`config.mk`:
```
export PLATFORM = sky130hd
export DESIGN_NAME = sd_cmd_tx
export DESIGN_NICKNAME = d
export VERILOG_FILES = /design/src/rtl/sd_cmd_tx.sv
export SDC_FILE = /design/constraint.sdc
export NUM_CORES = 1
export LEC_CHECK = 0
export BUFFER_PORTS_ARGS = -buffer_cell sky130_fd_sc_hd__buf_2
export CAP_MARGIN = 20
export CORE_ASPECT_RATIO = 1.5
export CORE_MARGIN = 1
export CORE_UTILIZATION = 57
export DETAILED_ROUTE_END_ITERATION = 6
export GPL_TIMING_DRIVEN = 0
export PLACE_DENSITY = 0.87
export SYNTH_ARGS = -nofsm -noshare
export SYNTH_HDL_FRONTEND = slang
export SYNTH_SLANG_ARGS = --single-unit
```
`constraint.sdc`:
```
create_clock -name ex_clk -period 2.78 [get_ports ex_clk]
set_input_delay 0.417 -clock ex_clk [delete_from_list [all_inputs] [get_ports ex_clk]]
set_output_delay 0.417 -clock ex_clk [all_outputs]
set_load 0.1 [all_outputs]
```
`src/rtl/sd_cmd_tx.sv`:
```
// SD CMD-line transmitter: frames a 6-bit index and a 32-bit argument with CRC7.
// The frame is shifted out MSB-first on SD clock ticks, followed by the Ncc release gap.
module sd_cmd_tx #(
   parameter int unsigned GAP_TICKS = 8
) (
   input  logic        ex_clk,
   input  logic        reset,
   input  logic        sd_clk_en,
   input  logic        cmd_en,
   input  logic [5:0]  cmd_index,
   input  logic [31:0] cmd_arg,
   output logic        cmd_out,
   output logic        cmd_oe,
   output logic        busy,
   output logic        done
);

   localparam int unsigned GAP_W = (GAP_TICKS > 1) ? $clog2(GAP_TICKS) : 1;
   localparam logic [GAP_W-1:0] GAP_LAST = GAP_W'(GAP_TICKS - 1);

   typedef enum logic [1:0] {
      IDLE,
      WAIT_TICK,
      SHIFT,
      GAP
   } state_e;

   state_e             state_q, state_d;
   logic [39:0]        shreg_q, shreg_d;
   logic [6:0]         crc_q, crc_d;
   logic [5:0]         bit_cnt_q, bit_cnt_d;
   logic [GAP_W-1:0]   gap_cnt_q, gap_cnt_d;
   logic               cmd_out_q, cmd_out_d;
   logic               cmd_oe_q, cmd_oe_d;
   logic               busy_q, busy_d;
   logic               done_q, done_d;
   logic [2:0]         crc_sel;

   // CRC7, polynomial x^7 + x^3 + 1, one data bit per call.
   function automatic logic [6:0] crc7_next(input logic [6:0] crc, input logic b);
      logic fb;
      fb = b ^ crc[6];
      return {crc[5:3], crc[2] ^ fb, crc[1:0], fb};
   endfunction

   // bit_cnt_q is the frame position already driven, so the CRC bit coming next is index 6 - crc_sel.
   assign crc_sel = 3'(bit_cnt_q - 6'd39);

   always_comb begin
      // NOTE: every _d takes its held value first so no path through the case leaves a latch.
      state_d   = state_q;
      shreg_d   = shreg_q;
      crc_d     = crc_q;
      bit_cnt_d = bit_cnt_q;
      gap_cnt_d = gap_cnt_q;
      cmd_out_d = cmd_out_q;
      cmd_oe_d  = cmd_oe_q;
      busy_d    = busy_q;
      done_d    = 1'b0;

      case (state_q)
         IDLE: begin
            // The done cycle is already IDLE but must not accept a new command.
            if (cmd_en && !done_q) begin
               shreg_d   = {1'b0, 1'b1, cmd_index, cmd_arg};
               crc_d     = '0;
               bit_cnt_d = '0;
               gap_cnt_d = '0;
               busy_d    = 1'b1;
               state_d   = WAIT_TICK;
            end
         end

         WAIT_TICK: begin
            if (sd_clk_en) begin
               cmd_out_d = shreg_q[39];
               cmd_oe_d  = 1'b1;
               crc_d     = crc7_next(crc_q, shreg_q[39]);
               shreg_d   = {shreg_q[38:0], 1'b0};
               bit_cnt_d = '0;
               state_d   = SHIFT;
            end
         end

         SHIFT: begin
            if (sd_clk_en) begin
               if (bit_cnt_q == 6'd47) begin
                  cmd_out_d = 1'b1;
                  cmd_oe_d  = 1'b0;
                  bit_cnt_d = '0;
                  gap_cnt_d = '0;
                  state_d   = GAP;
               end else begin
                  bit_cnt_d = bit_cnt_q + 6'd1;
                  if (bit_cnt_q < 6'd39) begin
                     cmd_out_d = shreg_q[39];
                     crc_d     = crc7_next(crc_q, shreg_q[39]);
                     shreg_d   = {shreg_q[38:0], 1'b0};
                  end else if (bit_cnt_q < 6'd46) begin
                     cmd_out_d = crc_q[3'd6 - crc_sel];
                  end else begin
                     cmd_out_d = 1'b1;
                  end
               end
            end
         end

         GAP: begin
            if (sd_clk_en) begin
               if (gap_cnt_q == GAP_LAST) begin
                  gap_cnt_d = '0;
                  done_d    = 1'b1;
                  busy_d    = 1'b0;
                  state_d   = IDLE;
               end else begin
                  gap_cnt_d = gap_cnt_q + GAP_W'(1);
               end
            end
         end

         default: state_d = IDLE;
      endcase
   end

   // NOTE: the shift register is reset along with the rest; it is small and keeps the state deterministic.
   always_ff @(posedge ex_clk or posedge reset) begin
      if (reset) begin
         state_q   <= IDLE;
         shreg_q   <= '0;
         crc_q     <= '0;
         bit_cnt_q <= '0;
         gap_cnt_q <= '0;
         cmd_out_q <= 1'b1;
         cmd_oe_q  <= 1'b0;
         busy_q    <= 1'b0;
         done_q    <= 1'b0;
      end else begin
         // NOTE: non-blocking so every register samples the pre-edge values of its neighbours.
         state_q   <= state_d;
         shreg_q   <= shreg_d;
         crc_q     <= crc_d;
         bit_cnt_q <= bit_cnt_d;
         gap_cnt_q <= gap_cnt_d;
         cmd_out_q <= cmd_out_d;
         cmd_oe_q  <= cmd_oe_d;
         busy_q    <= busy_d;
         done_q    <= done_d;
      end
   end

   assign cmd_out = cmd_out_q;
   assign cmd_oe  = cmd_oe_q;
   assign busy    = busy_q;
   assign done    = done_q;

   a_done_not_busy : assert property (@(posedge ex_clk) disable iff (reset) done_q |-> !busy_q);
   a_oe_only_busy  : assert property (@(posedge ex_clk) disable iff (reset) cmd_oe_q |-> busy_q);

endmodule

```
==> results of run 1 <==
metrics by stage:
step | hold slack (ns) | setup WS, ns | power [uW]
floorplan | 0.452 | 0.456 | 3760
CTS | 0.192 | 0.462 | 4960
global route | 0.242 | 0.187 | 5270
detailed placement | 0.475 | 0.495 | 4270
global placement | 0.461 | 0.0750 | 4130
finish | 0.183 | 0.477 | 4920
final cells by class:
type                       count  area [um^2]  share of cell area [%]
buffer                        16          100                    2.64
timing repair buffer          46          245                    6.46
inverter                       8         30.0                   0.791
sequential                    62         1550                    40.9
multi-input combinational    185         1610                    42.5
clock buffer                  12          145                    3.82
tap                           70         87.6                    2.31
clock inverter                 4         22.5                   0.593
power breakdown:
part           switching [uW]  internal, uW  leakage (uW)  total (uW)
combinational            1220          1450      0.000859        2670
sequential                231          1340      0.000756        1570
clock                     337           343     0.0000861         680
total                    1790          3130       0.00170        4920
cell usage in the layout (no fill, tap or decap), drive strengths merged, types with 2 or more instances in the layout:
master,n
a21oi,4
a31oi,2
buf,53
clkbuf,21
clkinv,3
dfrtp,61
ha,10
inv,8
mux2,79
mux2i,4
nand2,24
nand2b,5
nor2,4
nor2b,3
o211ai,2
o21ai,13
o22ai,2
o31ai,10
xnor2,2
registers in the layout, indices dropped and copies added, names as in the netlist:
name / count
busy: 1
cmd_oe: 1
cmd_out: 1
state_q: 2
gap_cnt_q: 3
shreg_q: 40
crc_q: 7
bit_cnt_q: 6
done: 1
worst paths after layout:
kind                                             start                     end  slack [ns]
min in group ex_clk                         cmd_arg[0]  shreg_q[0]$_DFFE_PP0P_        0.37
max in group asynchronous                        reset     cmd_out$_DFFE_PP1P_        1.93
worst min-delay path                             reset  shreg_q[0]$_DFFE_PP0P_        0.18
worst min register to register  shreg_q[6]$_DFFE_PP0P_  shreg_q[6]$_DFFE_PP0P_        0.49
worst max-delay path            state_q[0]$_DFFE_PP0P_    crc_q[0]$_DFFE_PP0P_        0.48
worst max register to register  state_q[0]$_DFFE_PP0P_    crc_q[0]$_DFFE_PP0P_        0.48
kinds of logic (layout without fill, tap and decap cells):
group / count (synthesis) / count (layout) / synth area share [%]
buffers and inverters: 24 / 86 / 3.95
AOI/OAI and AO/OA: 41 / 41 / 8.28
DFF: 62 / 62 / 47.1
muxes: 84 / 84 / 28.9
and+or+nand+nor: 47 / 47 / 7.14
xor gates and xnor gates: 3 / 3 / 0.798
adders and majority gates: 10 / 10 / 3.80
metal layers:
metal  vias up  global-route usage (%)
li1       1090                       -
met3        13                    3.47
met2        51                    38.8
met4         0                    14.8
met1      1124                    25.7
met5         -                       0
synthesized netlist by cell type (all sizes together), types with 2 or more instances:
cell type,instances,area [um^2]
mux2,79,890
dfrtp,61,1530
nand2,24,90.1
o21ai,13,65.1
ha,10,125
o31ai,10,75.1
clkbuf,9,33.8
inv,8,30.0
buf,7,66.3
nand2b,5,31.3
a21oi,4,20.0
mux2i,4,40.0
nor2,4,22.5
nor2b,3,18.8
a31oi,2,12.5
o211ai,2,15.0
o22ai,2,12.5
xnor2,2,17.5
==> flow_summary.yaml, run 1 <==
yosys:
  ys_types: 47
  synthArstFlopShare_pct: 100
  synth_flop_cell: "dfrtp_1"
  syn_area_um2: 3290
  ys.warnings.count: 0
  ys_seq_elements: 62
  synth_cells: 271
  yosysSeqAreaShare_pct: 47.1
  synth_edf_count: 0
  syn_avg_cell_area_um2: 12.2
  synthesis.nets: 323
global_routing:
  grt-ovfl-total: 0
  grt_pass1_vias: 2337
  grt_antenna_before_repair: 0
  grt_max_degree: 33
  grt_use_total_pct: 22.5
  grt_pass1_wl_um: 10400
finish:
  syn_to_final_growth_pct: 15.2
  finish.utilization_pct: 68.6
  fillCellCount: 422
  instances_no_fill: 403
  diodes: 0
  stdcell_area_um2: 3790
  drive_gt1_share_pct: 42.0
  nets: 380
setup_path:
  startpoint_type: "flip-flop"
  path_cells: "inv_1 -> ha_1 -> clkbuf_1 -> buf_1 -> clkbuf_1 -> nand2_1 -> o31ai_1"
  critPathSlowestCell: "buf_1"
  crit_buf_inv: 4
  reg2regPathDepth: 7
  cp.arrival_ns: 2.54
  slowest_delay_ns: 0.45
  path_class: "flip-flop to flip-flop"
  crit_required_ns: 3.02
  crit_path_end_kind: "flip-flop"
  critPathTopFamily: "buffers and inverters"
  cp_num_cells: 7
  path_common_cell: "clkbuf_1"
  critical_path.max_fanout: 10
routing:
  drtIter0Drc: 111
  ant_nets: 0
  wl_um: 5980
  vias_per_cell: 5.65
  routed.top_layer: "met4"
  drc: 0
  vias: 2278
  met3RoutedLength_um: 214
  wl_met1_um: 2460
  drt_first_pass_iters: 4
  wl_per_cell_um: 14.8
  met2_length_um: 3170
cts:
  htree_levels: 3
  clk-insertion-delay-late_ns: 0.34
  cts_num_sinks: 62
  clk_pin_slew_worst_paths_ns: 0.07
  cts_tree: "yes"
  cts_made_buffers: 9
  cts_resized: 0
  cts_buffer_depth: 2
  post_cts_buffers: 0
  root_buffer: "clkbuf_8"
  hold_buffers: 0
placed_design:
  dp.cells: 387
  placed_area_um2: 3630
  gp_congestion: 0.797
  dp_hpwl_um: 4340
  port_buffers: 45
die:
  die_h_um: 95.1
  num_rows: 33
  start_util_pct: 59.5
  dieArea_um2: 6090
  chipWidth_um: 64.1
  ios: 46
  coreArea_um2: 5530
run_status:
  status: "complete, no violations"
sta:
  worst_pin_slew_ns: 0.684
  finalHoldViolCount: 0
  slew_headroom_pct: 54.3
  max_clock_freq_mhz: 434
  slew_violations: 0
  min_period_ns: 2.30
  finalSetupTns_ns: 0
  period_share_pct: 82.8
  fin_skew_ns: 0.00531
  rsz0062_at_grt: "no"
  setup_viol: 0
power_and_ir_drop:
  leakage_uw: 0.00170
  power_density_nw_per_um2: 1300
  irDropWorstVdd_uv: 787
worst_hold_path:
  min_path_type: "primary input to async pin"
flow_run:
  cap_violations: 0
Note: power is estimated with default switching activity, not from simulation.
==> run 2: changes to the inputs <==
Settings changed: CORE_UTILIZATION 57 to 52, PLACE_DENSITY 0.87 to 0.84.
Clock period 2.78 ns to 1.9 ns, I/O delays scaled along.
==> run 2 against run 1 <==
Against the previous run: the run now ends with setup timing left; maximum frequency increased by 7.8%; final cell count increased by 5.5%; largest power group unchanged; count of clock-buffer cells in the layout decreased by 1; sequential power increased by 50%; combinational power increased by 100%; sequential cell count unchanged; via count increased by 8.0%; die area increased by 9.4%; non-clock buffer count increased by 19; sequential share of layout area decreased by 4.8 points; largest cell class unchanged.
==> flow_summary.yaml, run 2 (same netlist as run 1, synthesis figures left out) <==
run_status:
  status: "complete, but fails checks"
  violations: "setup timing"
placed_design:
  port_buffers: 45
  gp_congestion: 0.795
  dp_hpwl_um: 4330
  dp_slack_ns: -0.472
setup_path:
  critical_path.max_fanout: 10
  cp.arrival_ns: 2.41
  crit_path_end_kind: "flip-flop"
  reg2regPathDepth: 7
  startpoint_type: "flip-flop"
  path_class: "flip-flop to flip-flop"
  rr_startpoint: "state_q[1]$_DFFE_PP0P_"
  crit_path_start: "state_q[1]$_DFFE_PP0P_"
  crit_required_ns: 2.17
die:
  coreArea_um2: 6130
  dieArea_um2: 6660
  chipWidth_um: 67.0
  ios: 46
  num_rows: 35
  die_h_um: 99.5
  start_util_pct: 53.7
finish:
  fillCellCount: 423
  final_cell_mix: "mux2_2 (63), dfrtp_1 (57), buf_2 (46), nand2_1 (24)"
  layout_commonest_cell: "mux2_2"
  syn_to_final_growth_pct: 30.8
  nets: 399
  largest_reg_flops: 40
  diodes: 0
  top_regs: "shreg_q (40), crc_q (7), bit_cnt_q (6)"
  top_register: "shreg_q"
  finish.utilization_pct: 70.3
  drive_gt1_share_pct: 59.3
cts:
  cts_made_buffers: 9
  htree_levels: 3
  cts_buffer_depth: 2
  clk-insertion-delay-late_ns: 0.36
  cts_num_sinks: 62
  root_buffer: "clkbuf_8"
  cts_tree: "yes"
  clk_pin_slew_worst_paths_ns: 0.08
routing:
  drt_first_pass_iters: 5
  vias: 2461
  wl_per_cell_um: 18.8
  wl_um: 8000
  drc: 0
  ant_nets: 0
  drtIter0Drc: 129
  vias_per_cell: 5.79
global_routing:
  grt_pass1_wl_um: 12700
  grt_pass1_vias: 2603
  grt_antenna_before_repair: 0
  grt_use_total_pct: 26.3
  grt-ovfl-total: 0
  grt_max_degree: 41
worst_hold_path:
  min_path_type: "primary input to flip-flop"
  min-delay-start: "cmd_arg[0]"
  hold_path_depth: 3
sta:
  fin_skew_ns: 0.0115
  rsz0062_at_grt: "yes"
  slew_violations: 0
  setup_viol: 51
  finalHoldViolCount: 0
  period_share_pct: 112
  finalSetupTns_ns: -6.95
  slew_headroom_pct: 66.7
  worst_pin_slew_ns: 0.498
  max_clock_freq_mhz: 468
  layout_setup_ws_ns: -0.236
  min_period_ns: 2.14
power_and_ir_drop:
  leakage_uw: 0.00196
  irDropWorstVdd_uv: 1350
  power_density_nw_per_um2: 2110
flow_run:
  cap_violations: 0
-- run 2: cell types whose count changed in the layout (fill, tap and decap cells not counted), moves of 5 or more --
cell	change
mux2_4	+16
buf_4	+15
clkbuf_1	-11
mux2_1	-10
o21ai_0	-10
o31ai_1	-9
o31ai_2	+8
clkbuf_8	+7
mux2_2	-6
o21ai_1	+5
-- run 2: layout make-up --
cell class              count  area (um^2)  share of cell area, %
clock buffers              11          151                   3.51
repair buffers             68          450                   10.5
clock inverters             4         70.1                   1.63
plain buffers              13          131                   3.05
multi-input cells         185         1820                   42.3
flip-flops and latches     62         1560                   36.2
inverters                   8         32.5                  0.755
well taps                  74         92.6                   2.15
-- run 2: critical path: stages (launching register included) --
cell and delay, ns:
dfrtp_1 0.44, inv_2 0.10, ha_4 0.17, o21ba_4 0.20, a211o_4 0.34, buf_4 0.19, or4_1 0.51, o211ai_1 0.10
-- run 2: path summary, 6_finish.rpt --
path,to,slack [ns]
worst max-delay path,bit_cnt_q[5]$_DFFE_PP0P_,-0.24
worst min-delay path,shreg_q[0]$_DFFE_PP0P_,0.21
worst max register to register,bit_cnt_q[5]$_DFFE_PP0P_,-0.24
worst min register to register,shreg_q[2]$_DFFE_PP0P_,0.50
max in group asynchronous,cmd_out$_DFFE_PP1P_,0.74
min in group asynchronous,crc_q[4]$_DFFE_PP0P_,0.52
-- run 2: per-layer routing --
metal / routed length [um] / global-route usage [%]
met5: 0 / 0
met4: 263 / 12.9
met3: 391 / 8.03
met2: 4370 / 45.6
met1: 2980 / 28.2
-- run 2: what timing repair did --
action | in CTS | in global routing
resized for setup | 60 | 23
setup endpoints to repair | 57 | 55
setup buffers | 15 | 6
hold endpoints to repair | 22 | 0
pin swaps | 4 | 4
cloned | 2 | 0
hold buffers | 1 | 0
-- run 2: power breakdown --
group | switching [uW] | total [uW] | internal (uW)
clock network | 538 | 1340 | 798
registers | 402 | 2360 | 1960
logic | 2320 | 5380 | 3060
total | 3260 | 9070 | 5810
-- run 2: through the flow --
step / hold WS, ns / instance area, um^2 / instances / total power, uW
3_3_place_gp: 0.464 / 3650 / 390 / 6100
2_1_floorplan: 0.423 / 3340 / 271 / 5540
6_report: 0.209 / 4310 / 425 / 9070
3_5_place_dp: 0.343 / 3670 / 391 / 6260
5_1_grt: 0.203 / 4310 / 425 / 9520
4_1_cts: 0.189 / 4250 / 422 / 8890
